**config.mk**
```make
export PLATFORM = sky130hd
export DESIGN_NAME = decode
export DESIGN_NICKNAME = d
export VERILOG_FILES = /design/src/rtl/mips_pkg.sv /design/src/rtl/decode_ctrl.sv /design/src/rtl/dff.sv /design/src/rtl/decode.sv
export SDC_FILE = /design/constraint.sdc
export NUM_CORES = 1
export LEC_CHECK = 0
export CORE_UTILIZATION = 42
export CTS_CLUSTER_SIZE = 12
export DETAILED_ROUTE_END_ITERATION = 10
export GPL_TIMING_DRIVEN = 0
export HOLD_SLACK_MARGIN = 0.03
export PLACE_DENSITY_LB_ADDON = 0.05
export SLEW_MARGIN = 20
export SYNTH_ARGS = -nofsm -noshare
export SYNTH_HDL_FRONTEND = slang
export SYNTH_SLANG_ARGS = --single-unit
```
**constraint.sdc**
```tcl
create_clock -name clk -period 4.1 [get_ports clk]
set_clock_uncertainty 0.1 [all_clocks]
set_input_delay 1.025 -clock clk [delete_from_list [all_inputs] [get_ports clk]]
set_output_delay 1.025 -clock clk [all_outputs]
set_load 0.01 [all_outputs]
```
**src/rtl/mips_pkg.sv**
```systemverilog
// Shared decode definitions: opcode/funct values, ALU operation encoding,
// the decoded control bundle and the ID pipeline register layout.
package mips_pkg;

    localparam int unsigned RegBits = 5;

    // Primary opcodes, instr[31:26]
    localparam logic [5:0] OpRtype = 6'h00;
    localparam logic [5:0] OpJ     = 6'h02;
    localparam logic [5:0] OpJal   = 6'h03;
    localparam logic [5:0] OpBeq   = 6'h04;
    localparam logic [5:0] OpBne   = 6'h05;
    localparam logic [5:0] OpAddi  = 6'h08;
    localparam logic [5:0] OpSlti  = 6'h0A;
    localparam logic [5:0] OpAndi  = 6'h0C;
    localparam logic [5:0] OpOri   = 6'h0D;
    localparam logic [5:0] OpLui   = 6'h0F;
    localparam logic [5:0] OpLw    = 6'h23;
    localparam logic [5:0] OpSw    = 6'h2B;

    // R-type function codes, instr[5:0]
    localparam logic [5:0] FnSll = 6'h00;
    localparam logic [5:0] FnSrl = 6'h02;
    localparam logic [5:0] FnJr  = 6'h08;
    localparam logic [5:0] FnAdd = 6'h20;
    localparam logic [5:0] FnSub = 6'h22;
    localparam logic [5:0] FnAnd = 6'h24;
    localparam logic [5:0] FnOr  = 6'h25;
    localparam logic [5:0] FnSlt = 6'h2A;

    typedef enum logic [3:0] {
        AluAdd = 4'd0,
        AluSub = 4'd1,
        AluAnd = 4'd2,
        AluOr  = 4'd3,
        AluSlt = 4'd4,
        AluSll = 4'd5,
        AluSrl = 4'd6,
        AluLui = 4'd7
    } alu_op_e;

    typedef enum logic [1:0] {
        ImmSign,
        ImmZero,
        ImmLui
    } imm_sel_e;

    typedef enum logic [1:0] {
        DstNone,
        DstRt,
        DstRd,
        DstRa
    } dst_sel_e;

    typedef struct packed {
        logic    reg_write;
        logic    mem_read;
        logic    mem_write;
        logic    alu_src_imm;
        logic    branch;
        logic    branch_ne;
        logic    jump_reg;
        logic    link;
        alu_op_e alu_op;
    } ctrl_t;

    typedef struct packed {
        logic               valid;
        logic [31:0]        pc;
        logic [RegBits-1:0] rs;
        logic [RegBits-1:0] rt;
        logic [RegBits-1:0] dst;
        logic [31:0]        imm;
        logic [4:0]         shamt;
        ctrl_t              ctrl;
        logic               illegal;
    } id_reg_t;

endpackage

```
**src/rtl/decode_ctrl.sv**
```systemverilog
// Combinational opcode/funct decoder.
//   op, funct : instruction fields
//   ctrl      : control bundle (all zero when illegal)
//   illegal   : unsupported op/funct
//   uses_rs   : instruction reads rs (for load-use detection)
//   uses_rt   : instruction reads rt
//   is_jump   : j or jal
//   imm_sel   : immediate extension mode
//   dst_sel   : destination register source
module decode_ctrl
    import mips_pkg::*;
(
    input  logic [5:0] op,
    input  logic [5:0] funct,
    output ctrl_t      ctrl,
    output logic       illegal,
    output logic       uses_rs,
    output logic       uses_rt,
    output logic       is_jump,
    output imm_sel_e   imm_sel,
    output dst_sel_e   dst_sel
);

    always_comb begin
        ctrl    = '0;
        illegal = 1'b0;
        uses_rs = 1'b1;
        uses_rt = 1'b0;
        is_jump = 1'b0;
        imm_sel = ImmSign;
        dst_sel = DstRt;

        unique case (op)
            OpRtype: begin
                uses_rt        = 1'b1;
                dst_sel        = DstRd;
                ctrl.reg_write = 1'b1;
                unique case (funct)
                    FnAdd: ctrl.alu_op = AluAdd;
                    FnSub: ctrl.alu_op = AluSub;
                    FnAnd: ctrl.alu_op = AluAnd;
                    FnOr:  ctrl.alu_op = AluOr;
                    FnSlt: ctrl.alu_op = AluSlt;
                    FnSll: begin
                        ctrl.alu_op = AluSll;
                        uses_rs     = 1'b0;
                    end
                    FnSrl: begin
                        ctrl.alu_op = AluSrl;
                        uses_rs     = 1'b0;
                    end
                    FnJr: begin
                        ctrl.reg_write = 1'b0;
                        ctrl.jump_reg  = 1'b1;
                    end
                    default: illegal = 1'b1;
                endcase
            end
            OpLw: begin
                ctrl.reg_write   = 1'b1;
                ctrl.mem_read    = 1'b1;
                ctrl.alu_src_imm = 1'b1;
            end
            OpSw: begin
                uses_rt          = 1'b1;
                ctrl.mem_write   = 1'b1;
                ctrl.alu_src_imm = 1'b1;
            end
            OpBeq, OpBne: begin
                uses_rt        = 1'b1;
                ctrl.branch    = 1'b1;
                ctrl.branch_ne = (op == OpBne);
                ctrl.alu_op    = AluSub;
            end
            OpAddi: begin
                ctrl.reg_write   = 1'b1;
                ctrl.alu_src_imm = 1'b1;
            end
            OpSlti: begin
                ctrl.reg_write   = 1'b1;
                ctrl.alu_src_imm = 1'b1;
                ctrl.alu_op      = AluSlt;
            end
            OpAndi, OpOri: begin
                imm_sel          = ImmZero;
                ctrl.reg_write   = 1'b1;
                ctrl.alu_src_imm = 1'b1;
                ctrl.alu_op      = (op == OpAndi) ? AluAnd : AluOr;
            end
            OpLui: begin
                imm_sel          = ImmLui;
                uses_rs          = 1'b0;
                ctrl.reg_write   = 1'b1;
                ctrl.alu_src_imm = 1'b1;
                ctrl.alu_op      = AluLui;
            end
            OpJ: begin
                is_jump = 1'b1;
                uses_rs = 1'b0;
                dst_sel = DstNone;
            end
            OpJal: begin
                is_jump        = 1'b1;
                uses_rs        = 1'b0;
                dst_sel        = DstRa;
                ctrl.reg_write = 1'b1;
                ctrl.link      = 1'b1;
            end
            default: illegal = 1'b1;
        endcase

        // An unsupported encoding must not write, jump or stall anything.
        if (illegal) begin
            ctrl    = '0;
            uses_rs = 1'b0;
            uses_rt = 1'b0;
            is_jump = 1'b0;
            dst_sel = DstNone;
        end
    end

endmodule

```
**src/rtl/dff.sv**
```systemverilog
// Generic register with synchronous active-high clear.
//   clk   : clock
//   flush : synchronous clear to all zeros
//   d / q : data in / registered data out
module dff #(
    parameter int unsigned Width = 1
) (
    input  logic             clk,
    input  logic             flush,
    input  logic [Width-1:0] d,
    output logic [Width-1:0] q
);

    always_ff @(posedge clk) begin
        if (flush) begin
            q <= '0;
        end else begin
            q <= d;
        end
    end

endmodule

```
**src/rtl/decode.sv**
```systemverilog
// Decode stage. IDM1 (combinational on the IF instruction): register-file
// read addresses, j/jal redirect, load-use hazard. ID: pipeline register of
// decoded control and operands for execute.
//   clk, flush            : clock, synchronous active-high clear of ID state
//   *_IF                  : fetched instruction (valid, pc, word)
//   BranchTaken_EXM1      : execute redirect, squashes the IF instruction
//   ExtStall              : stall from other stages, holds ID
//   MemRead_EX, DstReg_EX : reserved for a longer load latency, unused
//   *_IDM1                : combinational decode-cycle outputs
//   *_ID                  : registered decode results
module decode
    import mips_pkg::*;
#(
    parameter int unsigned NREG_BITS = 5,
    parameter int unsigned ALUOP_W   = 4
) (
    input  logic                 clk,
    input  logic                 flush,
    input  logic                 InstrVal_IF,
    input  logic [31:0]          Pc_IF,
    input  logic [31:0]          FetchData_IF,
    input  logic                 BranchTaken_EXM1,
    input  logic                 ExtStall,
    input  logic                 MemRead_EX,
    input  logic [NREG_BITS-1:0] DstReg_EX,
    output logic                 Jump_IDM1,
    output logic [25:0]          JumpTgt_IDM1,
    output logic [NREG_BITS-1:0] RsAddr_IDM1,
    output logic [NREG_BITS-1:0] RtAddr_IDM1,
    output logic                 LoadUseStall_IDM1,
    output logic                 InstrVal_ID,
    output logic [31:0]          Pc_ID,
    output logic [NREG_BITS-1:0] Rs_ID,
    output logic [NREG_BITS-1:0] Rt_ID,
    output logic [NREG_BITS-1:0] DstReg_ID,
    output logic [31:0]          Imm_ID,
    output logic [4:0]           Shamt_ID,
    output logic [ALUOP_W-1:0]   AluOp_ID,
    output logic                 RegWrite_ID,
    output logic                 MemRead_ID,
    output logic                 MemWrite_ID,
    output logic                 AluSrcImm_ID,
    output logic                 Branch_ID,
    output logic                 BranchNe_ID,
    output logic                 JumpReg_ID,
    output logic                 Link_ID,
    output logic                 Illegal_ID
);

    logic [5:0]         op;
    logic [5:0]         funct;
    logic [RegBits-1:0] rs;
    logic [RegBits-1:0] rt;
    logic [RegBits-1:0] rd;
    logic [15:0]        imm16;

    ctrl_t    dec_ctrl;
    logic     dec_illegal;
    logic     uses_rs;
    logic     uses_rt;
    logic     is_jump;
    imm_sel_e imm_sel;
    dst_sel_e dst_sel;

    id_reg_t dec;
    id_reg_t id_d;
    id_reg_t id_q;

    logic unused_ex;

    assign op    = FetchData_IF[31:26];
    assign rs    = FetchData_IF[25:21];
    assign rt    = FetchData_IF[20:16];
    assign rd    = FetchData_IF[15:11];
    assign funct = FetchData_IF[5:0];
    assign imm16 = FetchData_IF[15:0];

    assign unused_ex = ^{MemRead_EX, DstReg_EX};

    decode_ctrl u_decode_ctrl (
        .op      (op),
        .funct   (funct),
        .ctrl    (dec_ctrl),
        .illegal (dec_illegal),
        .uses_rs (uses_rs),
        .uses_rt (uses_rt),
        .is_jump (is_jump),
        .imm_sel (imm_sel),
        .dst_sel (dst_sel)
    );

    assign RsAddr_IDM1  = rs;
    assign RtAddr_IDM1  = rt;
    assign JumpTgt_IDM1 = FetchData_IF[25:0];
    assign Jump_IDM1    = InstrVal_IF & is_jump & ~BranchTaken_EXM1;

    assign LoadUseStall_IDM1 = InstrVal_IF & ~BranchTaken_EXM1 &
                               id_q.valid & id_q.ctrl.mem_read & (id_q.dst != '0) &
                               (((id_q.dst == rs) & uses_rs) | ((id_q.dst == rt) & uses_rt));

    // Decode of the IF instruction; an invalid slot decodes to a bubble.
    always_comb begin
        dec = '0;
        if (InstrVal_IF) begin
            dec.valid   = 1'b1;
            dec.pc      = Pc_IF;
            dec.rs      = rs;
            dec.rt      = rt;
            dec.shamt   = FetchData_IF[10:6];
            dec.ctrl    = dec_ctrl;
            dec.illegal = dec_illegal;
            case (imm_sel)
                ImmZero: dec.imm = {16'h0000, imm16};
                ImmLui:  dec.imm = {imm16, 16'h0000};
                default: dec.imm = {{16{imm16[15]}}, imm16};
            endcase
            case (dst_sel)
                DstRt:   dec.dst = rt;
                DstRd:   dec.dst = rd;
                DstRa:   dec.dst = 5'd31;
                default: dec.dst = '0;
            endcase
            // r0 is hardwired, so writes to it are dropped here.
            if (dec.dst == '0) begin
                dec.ctrl.reg_write = 1'b0;
            end
        end
    end

    always_comb begin
        id_d = dec;
        if (BranchTaken_EXM1 || LoadUseStall_IDM1) begin
            id_d = '0;
        end else if (ExtStall) begin
            id_d = id_q;
        end
    end

    dff #(
        .Width ($bits(id_reg_t))
    ) u_id_reg (
        .clk   (clk),
        .flush (flush),
        .d     (id_d),
        .q     (id_q)
    );

    assign InstrVal_ID  = id_q.valid;
    assign Pc_ID        = id_q.pc;
    assign Rs_ID        = id_q.rs;
    assign Rt_ID        = id_q.rt;
    assign DstReg_ID    = id_q.dst;
    assign Imm_ID       = id_q.imm;
    assign Shamt_ID     = id_q.shamt;
    assign AluOp_ID     = id_q.ctrl.alu_op;
    assign RegWrite_ID  = id_q.ctrl.reg_write;
    assign MemRead_ID   = id_q.ctrl.mem_read;
    assign MemWrite_ID  = id_q.ctrl.mem_write;
    assign AluSrcImm_ID = id_q.ctrl.alu_src_imm;
    assign Branch_ID    = id_q.ctrl.branch;
    assign BranchNe_ID  = id_q.ctrl.branch_ne;
    assign JumpReg_ID   = id_q.ctrl.jump_reg;
    assign Link_ID      = id_q.ctrl.link;
    assign Illegal_ID   = id_q.illegal;

endmodule

```
==> results of run 1 <==
## worst max-delay path: cells and delay by family
kind | cells | cell delay (ns)
buf+inv | 2 | 0.82
simple gates | 3 | 0.53
compound gates | 2 | 0.47
## synthesized netlist by cell type (3+ instances only)
cell       n
a21oi_1   49
o21ai_1    3
nor2_4    10
buf_6      3
or2_2      4
buf_2      5
a32oi_1    6
buf_4     38
nor2b_1    5
nand2b_1   5
nand2_1   32
and3_1     4
nand4_1    4
clkbuf_1  35
inv_1      7
o21ai_0    5
ha_1       3
nand3_1    5
a22oi_1   65
or3_1      3
nor3_1    12
nor2_1    97
a211oi_1   6
xor2_1     7
xnor2_1    3
or4_1      4
dfxtp_1   97
and2_1     4
## kinds of logic (layout without fill, tap and decap cells)
logic type,Yosys count,after routing,synth area share
adders and majority gates,3,3,0.00820
buffers and inverters,89,307,0.113
DFF,97,97,0.424
AOI/OAI and AO/OA,152,152,0.223
other,1,1,0.000819
and+or+nand+nor,196,196,0.212
xor gates and xnor gates,10,10,0.0191
## worst max-delay path by stage
| stage | end | slack, ns | depth (start not counted) |
|---|---|---|---|
| 2_1_floorplan | u_id_reg.q[21] | 0.82 | 10 |
| 5_1_grt | u_id_reg.q[20] | -0.002 | 10 |
| 6_report | LoadUseStall_IDM1 | 0.13 | 7 |
| 3_3_place_gp | u_id_reg.q[20] | -0.36 | 10 |
| 3_5_place_dp | u_id_reg.q[20] | -0.43 | 10 |
| 4_1_cts | u_id_reg.q[20] | 0.006 | 10 |
## power groups by stage
stage / clock network, W / logic [W] / registers (W)
final: 0.000637 / 0.000381 / 0.000969
after detailed placement: 0 / 0.000374 / 0.000991
after CTS: 0.000651 / 0.000377 / 0.000969
after global routing: 0.000691 / 0.000412 / 0.000972
after global placement: 0 / 0.000370 / 0.000990
after floorplan: 0 / 0.000172 / 0.000998
## area by class of cell
class / count / area, um2
Timing Repair Buffer: 202 / 2000
Clock inverter: 5 / 62.6
Buffer: 82 / 499
Multi-Input combinational cell: 362 / 2190
Inverter: 7 / 26.3
Clock buffer: 11 / 131
Sequential cell: 97 / 1940
Fill cell: 889 / 3440
Tap cell: 136 / 170
## what timing repair did
item	in CTS	in global routing
pin swaps	5	1
hold buffers	0	0
gates cloned	0	0
buffers inserted	4	0
setup endpoints to repair	6	21
gates resized for setup	15	10
## stage by stage
stage                     hold slack (ns)  worst slack [ns]  power [W]  std cells
after floorplan                     0.385             0.822    0.00117        548
after global placement              0.353            -0.357    0.00136        882
after detailed placement            0.355            -0.426    0.00136        882
after CTS                           0.370           0.00641    0.00200        902
after global routing                0.407          -0.00212    0.00207        902
final                               0.370             0.125    0.00199        902
## routing by layer
layer  GRT usage  vias up
li1            -     2310
met1       0.362     2275
met2       0.427      196
met3      0.0791       25
met4       0.100        0
met5           0        -
==> flow_metrics.py, run 1 <==
metrics = {
    "power_and_ir_drop": {
        "p_per_area_nw_per_um2": 283,
        "ir_worst_vdd_v": 0.000213,
        "p_int_w": 0.00144,
        "p_seq_frac": 0.488,
        "switching_share": 0.277,
        "p_leak_nw": 2.56,
        "p_sw_w": 0.000550,
        "comb_power_share": 0.192,
        "clockPowerShare": 0.321,
    },
    "synthesis": {
        "yosysWarnings": 0,
        "synth-main-ff-cell": "dfxtp_1",
        "yosysTopAreaCell": "dfxtp_1",
        "synth-edff-count": 0,
        "synth_top_area_share": 0.424,
        "avgSynthCellArea_um2": 8.35,
        "synthCells": 548,
        "synth-seq-cells": 97,
        "ys_async_sr_fraction": 0,
        "ys_types": 49,
        "synthTopCellsByArea": "dfxtp_1 42%, a22oi_1 11%, nor2_1 8.0%",
        "syn_nets": 626,
        "syn_area_um2": 4580,
        "ys_seq_area_frac": 0.424,
    },
    "routing": {
        "final_antenna_net_count": 0,
        "drt_first_pass_iters": 6,
        "wl_per_cell_um": 16.9,
        "top_layer_used": "met4",
        "drt-initial-drc-count": 324,
        "drt-total-wl_mm": 15.2,
        "vias": 4806,
        "vias_per_cell": 5.33,
        "drc_errors": 0,
        "dr_wl_met3_mm": 1.26,
        "wl_met2_mm": 6.95,
        "met1_length_mm": 6.60,
    },
    "final_layout": {
        "top_register": "u_id_reg.q",
        "fin_util": 0.671,
        "largest_reg_flops": 97,
        "antenna_cells": 0,
        "layout-drive-gt1-share": 0.127,
        "nets": 839,
        "largestRegisters": "u_id_reg.q (97)",
        "design_area_um2": 7020,
        "layout_commonest_cell": "clkdlybuf4s50_1",
        "final_cell_mix": "192 x clkdlybuf4s50_1, 97 x nor2_1, 97 x dfxtp_1",
        "syn2layout_area_growth_pct": 53.4,
    },
    "setup_path": {
        "critPathLaunch": "FetchData_IF[29]",
        "worst_ep_required_time_ns": 2.97,
        "reg2reg_depth": 8,
        "path_cells": "clkdlybuf4s50_1, and3b_1, a21o_1, a31oi_4, nor3_2, and2_1, dlygate4sd2_1",
        "r2r_slack_ns": 1.54,
        "r2r-start": "u_id_reg.q[51]",
        "cpMaxStageDelayCell": "clkdlybuf4s50_1",
        "worstSetupPathType": "in2out",
        "crit_path_start_kind": "input pin",
        "arrival_ns": 2.85,
        "critPathMaxStageDelay_ns": 0.54,
        "reg2reg_to": "u_id_reg.q[8]",
        "crit_fanout": 7,
        "crit_path_end_kind": "output port",
    },
    "sta": {
        "setup_viol": 0,
        "hold_viol": 0,
        "finalCriticalPeriod_ns": 3.97,
        "final.period_utilization": 0.969,
        "setup_tns_ns": 0,
        "slew_viol_final": 0,
        "worstMarginPinSlew_ns": 0.695,
        "slew_headroom": 0.534,
        "clock.fmax_mhz": 252,
    },
    "placement": {
        "dpl-instance-area_um2": 6730,
        "gp_congestion": 0.856,
        "portBuffers": 198,
        "hpwl_mm": 11.4,
    },
    "clocking": {
        "insertion_delay_ns": 0.37,
        "htree_levels": 3,
        "cts_tree": "built",
        "clockBufferDepth": 2,
        "clkTransAtPathRegs_ns": 0.09,
        "cts_buffers": 9,
        "cts_root_buffer": "clkbuf_8",
        "cts_num_sinks": 97,
    },
    "hold_path": {
        "holdPathStages": 2,
        "min-delay-start": "u_id_reg.q[10]",
        "hp-class": "reg2reg",
        "min_to": "u_id_reg.q[10]",
    },
    "run_status": {
        "status": "finished clean",
    },
    "job": {
        "max-cap-violations": 0,
    },
    "floorplan": {
        "initial_utilization": 0.438,
        "die-area_um2": 11300,
        "core_area_um2": 10500,
        "ios": 211,
        "die_width_um": 106,
        "fp-row-count": 37,
        "die_h_um": 106,
    },
    "global_route": {
        "grt_pass1_wl_mm": 24.2,
        "grt_usage": 0.275,
        "grt_start_max_net_pins": 17,
        "gr-total-overflow": 0,
        "grt_pass1_vias": 4573,
        "antenna_found_initial": 0,
    },
}
Power figures use the tool's default switching activity.
==> inputs of run 2 (changes only) <==
Settings changed: SLEW_MARGIN 20 to default.
==> run 2 against run 1 <==
Largest cell class unchanged. Largest power group unchanged. Critical endpoint unchanged. Utilization down 0.13 points. Sequential cell count unchanged. Sequential power about the same. Worst setup slack worse by 0.031 ns.
==> flow_metrics.py, run 2 (synthesis results as in run 1) <==
metrics = {
    "run_status": {
        "status": "finished clean",
    },
    "setup_path": {
        "crit_path_start_kind": "input pin",
        "worst_ep_required_time_ns": 2.97,
        "crit_path_end_kind": "output port",
        "worstSetupPathType": "in2out",
        "arrival_ns": 2.88,
        "crit_fanout": 7,
    },
    "routing": {
        "drc_errors": 0,
        "drt-initial-drc-count": 322,
        "wl_per_cell_um": 16.9,
        "vias_per_cell": 5.34,
        "vias": 4814,
        "final_antenna_net_count": 0,
        "drt-total-wl_mm": 15.2,
        "drt_first_pass_iters": 5,
    },
    "sta": {
        "hold_ws_ns": 0.370,
        "slew_viol_final": 0,
        "slew_headroom": 0.205,
        "setup_viol": 0,
        "clock.fmax_mhz": 250,
        "final.period_utilization": 0.977,
        "finalCriticalPeriod_ns": 4.01,
        "hold_viol": 0,
        "worstMarginPinSlew_ns": 1.18,
    },
    "clocking": {
        "clockBufferDepth": 2,
        "cts_tree": "built",
        "cts_hold_buffers": 0,
        "clkTransAtPathRegs_ns": 0.09,
        "htree_levels": 3,
        "insertion_delay_ns": 0.37,
        "cts_buffers": 9,
        "cts_root_buffer": "clkbuf_8",
        "cts_num_sinks": 97,
    },
    "final_layout": {
        "top_register": "u_id_reg.q",
        "layout_commonest_cell": "clkdlybuf4s50_1",
        "antenna_cells": 0,
        "fin_util": 0.670,
        "layout-drive-gt1-share": 0.125,
        "fillers": 888,
        "largestRegisters": "u_id_reg.q (97)",
        "final_cell_mix": "192 x clkdlybuf4s50_1, 97 x nor2_1, 97 x dfxtp_1",
        "largest_reg_flops": 97,
        "syn2layout_area_growth_pct": 53.1,
        "nets": 839,
    },
    "floorplan": {
        "die-area_um2": 11300,
        "fp-row-count": 37,
        "ios": 211,
        "core_area_um2": 10500,
        "initial_utilization": 0.438,
        "die_h_um": 106,
        "die_width_um": 106,
    },
    "placement": {
        "portBuffers": 198,
        "gp_congestion": 0.856,
        "hpwl_mm": 11.4,
    },
    "global_route": {
        "gr-total-overflow": 0,
        "grt_pass1_vias": 4573,
        "grt_pass1_wl_mm": 24.2,
        "grt_usage": 0.275,
        "antenna_found_initial": 0,
        "grt_start_max_net_pins": 17,
    },
    "job": {
        "max-cap-violations": 0,
    },
    "power_and_ir_drop": {
        "p_leak_nw": 2.56,
        "ir_worst_vdd_v": 0.000213,
        "p_per_area_nw_per_um2": 283,
    },
    "hold_path": {
        "hp-class": "reg2reg",
    },
}
==> run 2: changes by cell type in the layout (fill, tap and decap cells not counted) <==
cell     delta
a31oi_4     -1
a31oi_2     +1
nor3_2      -1
nor3_1      +1
==> run 2: cell type report <==
type	count	area [um2]	area share
Timing Repair Buffer	202	2000	0.286
Clock buffer	11	131	0.0187
Sequential cell	97	1940	0.277
Buffer	82	499	0.0712
Multi-Input combinational cell	362	2170	0.310
Inverter	7	26.3	0.00375
Clock inverter	5	62.6	0.00893
Tap cell	136	170	0.0243
==> run 2: layer usage <==
| layer | track usage | part of all wire |
|---|---|---|
| met1 | 0.362 | 0.44 |
| met3 | 0.0791 | 0.082 |
| met4 | 0.100 | 0.027 |
| met2 | 0.427 | 0.46 |
| met5 | 0 | 0 |
==> run 2: final timing paths <==
check              startpoint                 to  slack [ns]  depth (start not counted)
max          FetchData_IF[29]  LoadUseStall_IDM1        0.09                          7
min            u_id_reg.q[10]     u_id_reg.q[10]        0.37                          2
max reg2reg    u_id_reg.q[51]      u_id_reg.q[8]        1.54                          8
min reg2reg    u_id_reg.q[10]     u_id_reg.q[10]        0.37                          2
==> run 2: critical path, stage by stage <==
cell and delay [ns]:
clkdlybuf4s50_1 0.54, and3b_1 0.29, a21o_1 0.19, a31oi_2 0.30, nor3_2 0.09, and2_1 0.16, dlygate4sd2_1 0.28
==> run 2: per-stage QoR <==
stage	cells	cell area, um2	total power, W	setup slack [ns]	TNS (ns)
after floorplan	548	4580	0.00117	0.822	0
after global placement	882	6730	0.00136	-0.357	-5.77
after detailed placement	882	6730	0.00136	-0.426	-6.91
after CTS	902	6980	0.00200	0.00641	0
after global routing	902	7010	0.00207	-0.00212	-0.00390
final	902	7010	0.00199	0.0936	0
==> run 2: timing repair <==
action                     4_1_cts  5_1_grt
pin swaps                        5        1
buffers inserted                 4        0
gates cloned                     0        0
setup endpoints to repair        6       21
resized for setup               15        9
==> run 2: where the power goes <==
part	internal, W	switching [W]
combinational	0.000191	0.000189
sequential	0.000959	0.0000103
clock	0.000287	0.000349
total	0.00144	0.000548
